===== config.mk =====
export PLATFORM = sky130hd
export DESIGN_NAME = square_power_sched
export DESIGN_NICKNAME = d
export VERILOG_FILES = /design/src/rtl/square_power_sched.sv
export SDC_FILE = /design/constraint.sdc
export NUM_CORES = 1
export LEC_CHECK = 0
export BUFFER_PORTS_ARGS = -buffer_cell sky130_fd_sc_hd__buf_2
export CAP_MARGIN = 0
export CORE_MARGIN = 4
export CORE_UTILIZATION = 63
export CTS_CLUSTER_SIZE = 24
export DETAILED_ROUTE_END_ITERATION = 10
export PLACE_DENSITY = 0.95
export SKIP_CTS_REPAIR_TIMING = 1
export SLEW_MARGIN = 25
export SYNTH_ARGS = -nofsm -noshare
export SYNTH_HDL_FRONTEND = slang
export SYNTH_SLANG_ARGS = --single-unit

===== constraint.sdc =====
create_clock -name clk_i -period 5.6 [get_ports clk_i]
set_input_delay 0.84 -clock clk_i [delete_from_list [all_inputs] [get_ports clk_i]]
set_output_delay 0.84 -clock clk_i [all_outputs]
set_load 0.01 [all_outputs]

===== src/rtl/square_power_sched.sv =====
// Round-robin scheduler sharing one pipelined 8b squarer among NCHAN channels,
// accumulating ACC_LEN squares per channel into power words.
module square_power_sched #(
  parameter int unsigned NCHAN      = 4,
  parameter int unsigned SQ_LATENCY = 2,
  parameter int unsigned ACC_LEN    = 256,
  parameter int unsigned ACC_W      = 24
) (
  input  logic                     clk_i,
  input  logic                     rstn_i,
  input  logic                     enable_i,
  input  logic                     clear_i,
  input  logic [NCHAN-1:0]         req_valid_i,
  input  logic [8*NCHAN-1:0]       req_data_i,
  output logic [NCHAN-1:0]         req_ready_o,
  output logic [7:0]               sq_in_o,
  input  logic [14:0]              sq_out_i,
  output logic                     pwr_valid_o,
  output logic [$clog2(NCHAN)-1:0] pwr_chan_o,
  output logic [ACC_W-1:0]         pwr_o,
  output logic                     busy_o
);

  localparam int unsigned CHW   = $clog2(NCHAN);
  localparam int unsigned CNT_W = $clog2(ACC_LEN);
  localparam int unsigned FLC_W = $clog2(SQ_LATENCY + 1);
  localparam int unsigned SQ_W  = 15;

  if (ACC_W < SQ_W + CNT_W) begin : g_acc_w_check
    $error("square_power_sched: ACC_W too narrow for ACC_LEN squares");
  end
  if ((NCHAN < 2) || (NCHAN > 16)) begin : g_nchan_check
    $error("square_power_sched: NCHAN must be 2..16");
  end
  if ((ACC_LEN < 2) || ((ACC_LEN & (ACC_LEN - 1)) != 0)) begin : g_acc_len_check
    $error("square_power_sched: ACC_LEN must be a power of 2, >= 2");
  end
  if (SQ_LATENCY < 1) begin : g_lat_check
    $error("square_power_sched: SQ_LATENCY must be >= 1");
  end

  typedef enum logic [1:0] {
    IDLE  = 2'd0,
    RUN   = 2'd1,
    FLUSH = 2'd2
  } state_t;

  state_t              state;
  state_t              state_nxt;
  logic [FLC_W-1:0]    flush_cnt;
  logic [CHW-1:0]      rr_ptr;
  logic [CHW-1:0]      cand_c;
  logic [CHW-1:0]      win_c;
  logic                found_c;
  logic                run_en_c;
  logic                xfer_c;
  logic [NCHAN-1:0]    grant_c;
  logic [7:0]          data_c;
  logic [SQ_LATENCY:0] tag_v;
  logic [SQ_LATENCY:0] tag_v_nxt;
  logic [CHW-1:0]      tag_ch [SQ_LATENCY+1];
  logic [ACC_W-1:0]    acc    [NCHAN];
  logic [CNT_W-1:0]    cnt    [NCHAN];
  logic [CHW-1:0]      ret_ch_c;
  logic [ACC_W-1:0]    acc_sum_c;

  // Round-robin search starting one past the last winner
  always_comb begin
    found_c = 1'b0;
    win_c   = '0;
    cand_c  = '0;
    grant_c = '0;
    data_c  = '0;
    for (int unsigned k = 1; k <= NCHAN; k++) begin
      cand_c = CHW'((32'(rr_ptr) + k) % NCHAN);
      if (!found_c && req_valid_i[cand_c]) begin
        found_c = 1'b1;
        win_c   = cand_c;
      end
    end
    for (int unsigned i = 0; i < NCHAN; i++) begin
      if (win_c == CHW'(i)) begin
        data_c = req_data_i[8*i +: 8];
      end
    end
    grant_c[win_c] = found_c;
  end

  // Dropping enable_i withdraws grants in the same clock
  assign run_en_c    = (state == RUN) && enable_i;
  assign req_ready_o = run_en_c ? grant_c : '0;
  assign xfer_c      = run_en_c && found_c;

  assign tag_v_nxt = {tag_v[SQ_LATENCY-1:0], xfer_c} & {(SQ_LATENCY+1){~clear_i}};
  assign ret_ch_c  = tag_ch[SQ_LATENCY];
  assign acc_sum_c = acc[ret_ch_c] + ACC_W'(sq_out_i);

  always_ff @(posedge clk_i or negedge rstn_i) begin
    if (!rstn_i) begin
      state <= IDLE;
    end else begin
      state <= state_nxt;
    end
  end

  // FLUSH leaves only after SQ_LATENCY+1 clocks and an empty tag pipe
  always_comb begin
    state_nxt = state;
    case (state)
      IDLE: begin
        if (enable_i) state_nxt = RUN;
      end
      RUN: begin
        if (!enable_i) state_nxt = FLUSH;
      end
      FLUSH: begin
        if (enable_i) begin
          state_nxt = RUN;
        end else if ((flush_cnt == FLC_W'(SQ_LATENCY)) && !(|tag_v)) begin
          state_nxt = IDLE;
        end
      end
      default: state_nxt = IDLE;
    endcase
  end

  // Squarer operand, tag pipe, arbitration pointer and status
  always_ff @(posedge clk_i or negedge rstn_i) begin
    if (!rstn_i) begin
      sq_in_o   <= '0;
      tag_v     <= '0;
      rr_ptr    <= CHW'(NCHAN - 1);
      flush_cnt <= '0;
      busy_o    <= 1'b0;
      for (int unsigned k = 0; k <= SQ_LATENCY; k++) begin
        tag_ch[k] <= '0;
      end
    end else begin
      sq_in_o   <= xfer_c ? data_c : 8'd0;
      tag_v     <= tag_v_nxt;
      tag_ch[0] <= win_c;
      for (int unsigned k = 1; k <= SQ_LATENCY; k++) begin
        tag_ch[k] <= tag_ch[k-1];
      end
      if (xfer_c) begin
        rr_ptr <= win_c;
      end
      if (state == FLUSH) begin
        if (flush_cnt != FLC_W'(SQ_LATENCY)) begin
          flush_cnt <= flush_cnt + 1'b1;
        end
      end else begin
        flush_cnt <= '0;
      end
      busy_o <= (state_nxt != IDLE) || (|tag_v_nxt);
    end
  end

  // Per-channel accumulation; clear_i wins over a retiring square
  always_ff @(posedge clk_i or negedge rstn_i) begin
    if (!rstn_i) begin
      pwr_valid_o <= 1'b0;
      pwr_chan_o  <= '0;
      pwr_o       <= '0;
      for (int unsigned i = 0; i < NCHAN; i++) begin
        acc[i] <= '0;
        cnt[i] <= '0;
      end
    end else begin
      pwr_valid_o <= 1'b0;
      if (clear_i) begin
        for (int unsigned i = 0; i < NCHAN; i++) begin
          acc[i] <= '0;
          cnt[i] <= '0;
        end
      end else if (tag_v[SQ_LATENCY]) begin
        cnt[ret_ch_c] <= cnt[ret_ch_c] + 1'b1;
        if (cnt[ret_ch_c] == CNT_W'(ACC_LEN - 1)) begin
          pwr_valid_o   <= 1'b1;
          pwr_chan_o    <= ret_ch_c;
          pwr_o         <= acc_sum_c;
          acc[ret_ch_c] <= '0;
        end else begin
          acc[ret_ch_c] <= acc_sum_c;
        end
      end
    end
  end

endmodule

==> results.py <==
metrics = {
    "power_and_ir_drop": {
        "p_per_area_mw_per_mm2": 296.6,
        "sw_frac_of_total_pct": 26.06,
        "total_power_mw": 2.902,
        "peakVddDrop_v": 0.0002339,
        "p_comb_share_pct": 11.5,
        "clockPowerShare_pct": 41.4,
        "internal_power_mw": 2.146,
        "leakage_nw": 4.567,
        "p_seq_share_pct": 47.1,
        "p_sw_mw": 0.7564,
    },
    "synth": {
        "netlist_area_mm2": 0.008656,
        "yosysSeqAreaShare_pct": 51.78,
        "synth-seq-cells": 179,
        "synth_xor_area_share_pct": 2.934,
        "synth-simple-area-share_pct": 10.36,
        "synth_nets": 799,
        "synth_top_family_by_area": "compound AO/OA/AOI/OAI gates",
        "synthAdderAreaFrac_pct": 2.689,
        "syn_inst": 726,
        "synth_cell_type_count": 58,
        "synth_edf_count": 0,
        "avgSynthCellArea_um2": 11.92,
        "synthArstFlopShare_pct": 100.0,
        "synth_ff_type": "dfrtp_1",
        "synth_compound_area_share_pct": 14.82,
        "synthMuxAreaShare_pct": 14.09,
        "synth-warning-count": 0,
    },
    "setup_path": {
        "timing.rr.end": "acc[69]",
        "slowest_stage": "dfrtp_2",
        "end_kind": "flop",
        "r2r_cells": 10,
        "setup.worst_path.start": "ret_ch_c[0]",
        "cp_num_cells": 10,
        "crit_end": "acc[69]",
        "setup.worst_path.start_class": "flop",
        "r2r_start": "ret_ch_c[0]",
        "cp_max_fo": 29,
        "crit_arrival_ps": 4440,
        "path_buf_inv": 1,
        "r2r_setup_slack_ps": 1450,
        "worstPathCellList": "buf_4, mux4_2, ha_1, and2_1, a221oi_1, nand3b_1, o211ai_1, nand4_1, xor2_1, o21ai_0",
        "critical_path.max_stage_delay_ps": 630,
        "cp.required_ps": 5900,
        "path_class": "flop to flop",
        "crit_family": "compound AO/OA/AOI/OAI gates",
    },
    "floorplan": {
        "io_pins": 95,
        "die_area_mm2": 0.01568,
        "rows": 42,
        "die_h_um": 125.2,
        "die_x_um": 125.2,
        "core_mm2": 0.01335,
        "initial_core_util_pct": 64.85,
    },
    "timing": {
        "max_freq_ghz": 0.2412,
        "setup_tns_ps": 0,
        "finClkSkew_ps": 10.60,
        "hold_viol_final": 0,
        "slew_violations": 0,
        "fin_ws_ps": 1455,
        "period_share_pct": 74.03,
        "hold_ws_ps": 357.8,
        "slew_headroom_pct": 36.23,
        "grt_setup_unrepaired": "no",
        "setup_violations": 0,
        "finalCriticalPeriod_ps": 4145,
        "worst_slew_pin_slew_ps": 953.0,
    },
    "placed_design": {
        "gp_congestion": 0.8425,
        "post_dp_cell_area_mm2": 0.009190,
        "numPortBuffers": 94,
        "dp_hpwl_um": 14110,
        "dp_slack_ps": 1739,
    },
    "cells_and_area": {
        "fin_nets": 873,
        "final_cell_mix": "176 x dfrtp_1, 93 x buf_2, 67 x nor2_1",
        "n_fill_cell": 860,
        "final_area_mm2": 0.009783,
        "area_delta_synth_final_pct": 13.02,
        "final_common_cell": "dfrtp_1",
        "drive_gt1_share_pct": 23.74,
        "insertedDiodeCount": 0,
    },
    "drt": {
        "top_layer": "met4",
        "first_pass_iters": 7,
        "wl_met3_um": 2113,
        "wl_met2_um": 11140,
        "drt_iter0_markers": 674,
        "wl_per_cell_um": 22.28,
        "ant_nets": 0,
        "drc": 0,
        "avgViaCountPerCell": 6.738,
        "drt-met1-wl_um": 8051,
        "via_count": 6664,
        "wirelength_um": 22040,
    },
    "global_route": {
        "grt_max_degree": 84,
        "grt-ovfl-total": 0,
        "antenna_found_initial": 0,
        "grt_usage_pct": 28.87,
        "grt_pass1_vias": 7108,
        "grt_pass1_wl_um": 36040,
    },
    "clocking": {
        "clk_pin_slew_ps": 70,
        "cts_tree": "built",
        "cts_made_buffers": 17,
        "cts-htree-levels": 4,
        "cts_root_buf": "clkbuf_16",
        "clock-sinks": 179,
        "cts_buffer_depth": 2,
        "clock_latency_ps": 440,
    },
    "worst_hold_path": {
        "hold_depth": 0,
        "hold_path.class": "flop to flop",
    },
    "flow_run": {
        "maxCapViolCount": 0,
    },
    "outcome": {
        "status": "completed",
    },
}
[kinds of logic after synthesis]
logic type / count (synthesis)
simple gates: 190
compound gates: 182
flops: 179
mux: 67
buf+inv: 61
xor+xnor: 29
fa+ha+maj: 18
[routing by layer]
layer / GRT usage, % / up-vias
li1: - / 2810
met1: 35.99 / 3319
met2: 47.93 / 451
met3: 7.164 / 84
met4: 13.46 / 0
met5: 0 / -
[synthesized netlist by cell type, types with 3 or more instances]
cell | n | area, um2
mux2_2 | 14 | 157.7
inv_1 | 10 | 37.54
buf_6 | 6 | 67.56
nand2_1 | 53 | 198.9
and3_1 | 3 | 18.77
and2_1 | 5 | 31.28
xor2_1 | 11 | 96.34
xnor2_1 | 18 | 157.7
o21ai_0 | 44 | 220.2
mux4_2 | 33 | 743.2
a211oi_1 | 28 | 210.2
nand2b_1 | 7 | 43.79
mux2_1 | 4 | 45.04
nor2b_1 | 16 | 100.1
nand3_1 | 19 | 95.09
nor2_1 | 67 | 251.5
dfrtp_1 | 177 | 4429
buf_2 | 11 | 55.05
a21oi_1 | 20 | 100.1
a31oi_1 | 3 | 18.77
clkbuf_1 | 30 | 112.6
ha_1 | 17 | 212.7
mux2i_1 | 9 | 90.09
o21a_1 | 4 | 30.03
mux4_1 | 7 | 183.9
buf_1 | 3 | 11.26
a21o_1 | 4 | 30.03
nand4_1 | 3 | 18.77
a22o_1 | 60 | 525.5
[registers in the layout, indices dropped and copies added (netlist names)]
| register | cells |
|---|---|
| busy_o | 1 |
| ret_ch_c | 2 |
| state | 2 |
| pwr_chan_o | 2 |
| flush_cnt | 2 |
| acc | 96 |
| tag_ch | 4 |
| tag_v | 3 |
| cnt | 32 |
| rr_ptr | 2 |
| pwr_o | 24 |
| pwr_valid_o | 1 |
| sq_in_o | 8 |
[worst register-to-register path, cell delays in order, from the launching register on]
cell,delay [ps]
dfrtp_2,630
buf_4,530
mux4_2,590
ha_1,410
and2_1,250
a221oi_1,390
nand3b_1,170
o211ai_1,290
nand4_1,240
xor2_1,330
o21ai_0,170
[power by group through the flow]
stage | Clock (mW) | Combinational (mW) | Sequential, mW
floorplan | 0 | 0.242 | 1.37
global placement | 0 | 0.319 | 1.39
detailed placement | 0 | 0.330 | 1.39
CTS | 1.20 | 0.333 | 1.37
global route | 1.27 | 0.360 | 1.37
finish | 1.20 | 0.333 | 1.37
[final cells by class]
type | instances | area (um2) | area share, %
flip-flops and latches | 179 | 4483 | 45.82
repair buffers | 105 | 559.3 | 5.717
clock buffers | 19 | 442.9 | 4.527
inverters | 11 | 41.29 | 0.4220
clock inverters | 13 | 150.1 | 1.535
well taps | 176 | 220.2 | 2.251
multi-input cells | 486 | 3886 | 39.72
[worst min-delay path by stage]
stage          startpoint     endpoint  slack [ps]
5_1_grt         tag_ch[4]    tag_ch[2]         370
6_report        tag_ch[4]    tag_ch[2]         360
2_1_floorplan   tag_ch[2]  ret_ch_c[0]         330
4_1_cts         tag_ch[4]    tag_ch[2]         360
3_5_place_dp    tag_ch[4]    tag_ch[2]         340
3_3_place_gp    tag_ch[5]    tag_ch[3]         330
[metrics by stage]
| step | util (%) | std cells |
|---|---|---|
| global route | 73.29 | 989 |
| global placement | 68.85 | 957 |
| CTS | 73.29 | 989 |
| floorplan | - | 726 |
| finish | 73.29 | 989 |
| detailed placement | 68.85 | 957 |
Note: power is estimated with default switching activity, not from simulation.
